<file path="src/rtl/regfile_mp.sv">
// regfile_mp: multi-read-port register file, x0 hardwired to zero, per-register busy scoreboard.
// Define REGFILE_BYPASS_EN for a write-through bypass from the write port to the read ports.
module regfile_mp #(
  parameter int XLEN = 32,
  parameter int NREG = 32,
  parameter int AW   = $clog2(NREG),
  parameter int NRP  = 2
) (
  input  logic                  clk,
  input  logic                  rst,
  input  logic [NRP*AW-1:0]     rd_addr,
  output logic [NRP*XLEN-1:0]   rd_data,
  output logic [NRP-1:0]        rd_busy,
  input  logic                  we,
  input  logic [AW-1:0]         wa,
  input  logic [XLEN-1:0]       wd,
  input  logic                  rsv_en,
  input  logic [AW-1:0]         rsv_addr,
  output logic [NREG-1:0]       busy_vec,
  output logic                  any_busy,
  output logic [15:0]           wr_cnt
);
  logic [XLEN-1:0] mem [NREG];
  logic [NREG-1:0] busy;
  logic            wr_ok, rsv_ok;
  assign wr_ok  = we && (wa != '0);
  assign rsv_ok = rsv_en && (rsv_addr != '0);
  always_ff @(posedge clk or posedge rst)
    if (rst) mem <= '{default: '0};
    else if (wr_ok) mem[wa] <= wd;
  // reserve is applied after the write clear so a same-address reserve keeps the register busy
  always_ff @(posedge clk or posedge rst)
    if (rst) begin
      busy   <= '0;
      wr_cnt <= '0;
    end else begin
      if (wr_ok) begin
        busy[wa] <= 1'b0;
        wr_cnt   <= wr_cnt + 16'd1;
      end
      if (rsv_ok) busy[rsv_addr] <= 1'b1;
    end
  assign busy_vec = busy & ~NREG'(1);
  assign any_busy = |busy_vec;
  for (genvar p = 0; p < NRP; p++) begin : g_rd
    logic [AW-1:0]   a;
    logic [XLEN-1:0] stored;
    assign a      = rd_addr[p*AW +: AW];
    assign stored = (a == '0) ? '0 : mem[a];
`ifdef REGFILE_BYPASS_EN
    logic hit;
    assign hit                     = wr_ok && (wa == a);
    assign rd_data[p*XLEN +: XLEN] = hit ? wd : stored;
    assign rd_busy[p]              = hit ? (rsv_ok && (rsv_addr == wa)) : busy_vec[a];
`else
    assign rd_data[p*XLEN +: XLEN] = stored;
    assign rd_busy[p]              = busy_vec[a];
`endif
  end
endmodule

</file>
<file path="config.mk">
export PLATFORM = sky130hd
export DESIGN_NAME = regfile_mp
export DESIGN_NICKNAME = d
export VERILOG_FILES = /design/src/rtl/regfile_mp.sv
export SDC_FILE = /design/constraint.sdc
export NUM_CORES = 2
export LEC_CHECK = 0
export CELL_PAD_IN_SITES_DETAIL_PLACEMENT = 0
export CELL_PAD_IN_SITES_GLOBAL_PLACEMENT = 1
export CORE_MARGIN = 2
export CORE_UTILIZATION = 57
export DETAILED_ROUTE_END_ITERATION = 8
export PLACE_DENSITY_LB_ADDON = 0.1
export SLEW_MARGIN = 15
export SYNTH_ARGS = -nofsm -noshare
export SYNTH_HDL_FRONTEND = slang
export SYNTH_SLANG_ARGS = --single-unit
</file>
<file path="constraint.sdc">
create_clock -name clk -period 76.5 [get_ports clk]
set_input_delay 7.65 -clock clk [delete_from_list [all_inputs] [get_ports clk]]
set_output_delay 7.65 -clock clk [all_outputs]
set_load 0.005 [all_outputs]
</file>
==> reports/results.ini <==
[run_status]
outcome=complete, no violations

[detailed_routing]
antenna_left=0
wl_met3_um=17500
drc=0
wire_per_inst_um=36.1
drt-initial-drc-count=4097
vias=37600
wl_um=186000
wl_met1_um=72000
viasPerCell=7.31
routed.top_layer=met5
wl_met2_um=87000
firstDrtPassIters=6

[power]
combPwrFrac=0.202
power.internal_uw=1260
p_clk_frac=0.358
p_leak_uw=0.0270
swShare=0.269
peakVddDrop_v=0.0000235
seq_power_share=0.440
switchingPower_uw=465
p_per_area_nw_per_um2=27.2

[timing]
tns_ns=0
fin_hold_ws_ns=0.396
fmax_mhz=51.1
worst_pin_slew_ns=1.20
min_period_ns=19.57
slew_violations=0
finalHoldViolations=0
slew-limit-headroom=0.203
rsz0062_at_grt=false
fin_worst_skew_ns=0.00702
setup_violations=0
finalCritPeriodShare=0.256

[logic_synthesis]
synth_cell_types=46
synthCells=3820
ys_seq_area_frac=0.473
yosysTopAreaCell=dfrtp_1
ys_ff_latch=1071
synthTopCellsByArea=dfrtp_1 47%, mux2_2 21%, mux4_2 19%
syn-num-nets=3877
synth_edf_count=0
ys_warn_count=0
syn_area_um2=56700
synth.most_common_cell=dfrtp_1
synthTopCellsByCount=1071 x dfrtp_1, 1057 x mux2_2, 466 x mux4_2
async_reset_ff_frac=1.00
synth_top_area_share=0.473
synthFlopType=dfrtp_1
syn_avg_cell_area_um2=14.8

[finish]
seq_area_um2=26800
finalNetCount=3807
drive_above_1_share=0.486
fillCellCount=7072
syn2layout_area_growth_pct=11.6
fin_cells=5143
multi_input_comb_area_um2=28200

[global_route]
track_usage=0.367
grt_pass1_vias=39300
grt_antenna_before_repair=13
grt_max_degree=179
grt_pass1_wl_um=273000
overflow=0

[placed_design]
gp_congestion=0.844
io_buffers=169
dp.final_hpwl_um=106000
dp_cells=4919

[floorplan]
die_y_um=319
rows=115
io_pins=171
die_area_um2=102000
coreArea_um2=98600
start_util=0.575
die_width_um=319

[setup_path]
arrival_ns=11.92
crit_fanout=33
worstSetupPathType=in2out
required_ns=68.85
start_kind=input port
endpoint_kind=output pin

[clock_tree]
cts_resized=0
cts_setup_buffers=0
clk-insertion-delay-late_ns=0.71
cts_max_path_buffers=3
clk_pin_slew_ns=0.06
cts_sinks=1071
clockRootBuffer=clkbuf_16
cts_buffers=116
cts_hold_buf=0
htree_num_levels=3
cts_tree=yes

[hold_path]
hold_class=reg2reg

[run]
max_cap_viol_count=0

==> stage by stage <==
| step | util | cell area [µm²] | setup WS [ns] | total power [µW] |
|---|---|---|---|---|
| after floorplan | - | 56700 | 38.70 | 996 |
| after global placement | 0.599 | 59100 | 57.11 | 1080 |
| after detailed placement | 0.599 | 59100 | 57.12 | 1110 |
| after CTS | 0.642 | 63300 | 57.14 | 1730 |
| after global routing | 0.642 | 63300 | 56.99 | 1790 |
| final | 0.642 | 63300 | 56.93 | 1720 |
==> layout by cell type (no fill, tap or decap), types with 9 or more instances in the layout <==
cell / Yosys / final
a22oi_1: 64 / 64
a221oi_1: 48 / 48
mux4_2: 466 / 466
nand2_1: 55 / 40
dfrtp_1: 1071 / 1071
a22o_1: 11 / 11
clkinv_2: 0 / 28
clkbuf_8: 0 / 29
a211oi_1: 64 / 64
nand2_2: 0 / 15
clkbuf_16: 0 / 119
mux2i_1: 130 / 130
a311oi_1: 64 / 64
buf_4: 4 / 78
o21ai_0: 136 / 136
nor2b_1: 70 / 66
xnor2_1: 9 / 9
nor2_4: 0 / 14
clkdlybuf4s50_1: 0 / 158
bufinv_16: 0 / 19
o2111ai_1: 17 / 17
clkbuf_1: 246 / 15
mux2_2: 1057 / 1057
==> state kept, by name, indices dropped and copies added (netlist names) <==
| register | cells |
|---|---|
| busy | 31 |
| mem | 1024 |
| wr_cnt | 16 |
==> cells by family after synthesis <==
kind of cell	Yosys count	share of synthesized area
DFF	1071	0.473
xor gates and xnor gates	15	0.00232
other	1	0.0000661
adders and majority gates	1	0.000221
AOI/OAI and AO/OA	417	0.0526
and+or+nand+nor	212	0.0207
muxes	1655	0.418
buffers and inverters	448	0.0333
==> layout make-up <==
class	count	share of cell area
Antenna cell	4	0.000158
Clock buffer	163	0.0542
Clock inverter	57	0.0128
Inverter	7	0.000573
Multi-Input combinational cell	2301	0.446
Sequential cell	1071	0.423
Tap cell	1287	0.0254
Timing Repair Buffer	253	0.0377
==> power by group through the flow <==
| stage | Clock, µW | Combinational (µW) | Sequential [µW] |
|---|---|---|---|
| 4_1_cts | 624 | 347 | 756 |
| 3_3_place_gp | 0 | 334 | 750 |
| 2_1_floorplan | 0 | 257 | 739 |
| 3_5_place_dp | 0 | 345 | 766 |
| 5_1_grt | 649 | 368 | 772 |
| 6_report | 618 | 348 | 759 |
==> critical path, cell delays in order <==
cell and delay [ns]:
buf_2 0.54, or2_2 0.23, buf_4 0.65, or4_2 0.78, buf_4 0.45, o21ai_0 0.16, a311oi_1 0.71, clkdlybuf4s50_1 0.66
==> layer usage <==
metal,track usage,up-vias
li1,-,14700
met1,0.499,20300
met2,0.572,2032
met3,0.0829,560
met4,0.164,8
met5,0,-
==> final timing paths <==
check                            from           to  slack (ns)  cells past startpoint
min                         mem[1001]    mem[1001]        0.40                      0
min reg2reg                 mem[1001]    mem[1001]        0.40                      0
min in group asynchronous         rst     mem[577]        7.53                      2
max reg2reg                 wr_cnt[0]    wr_cnt[8]       74.89                      5
max in group asynchronous         rst     mem[268]       65.63                      5
max                        rd_addr[8]  rd_data[53]       56.93                      8
Power figures use the tool's default switching activity.
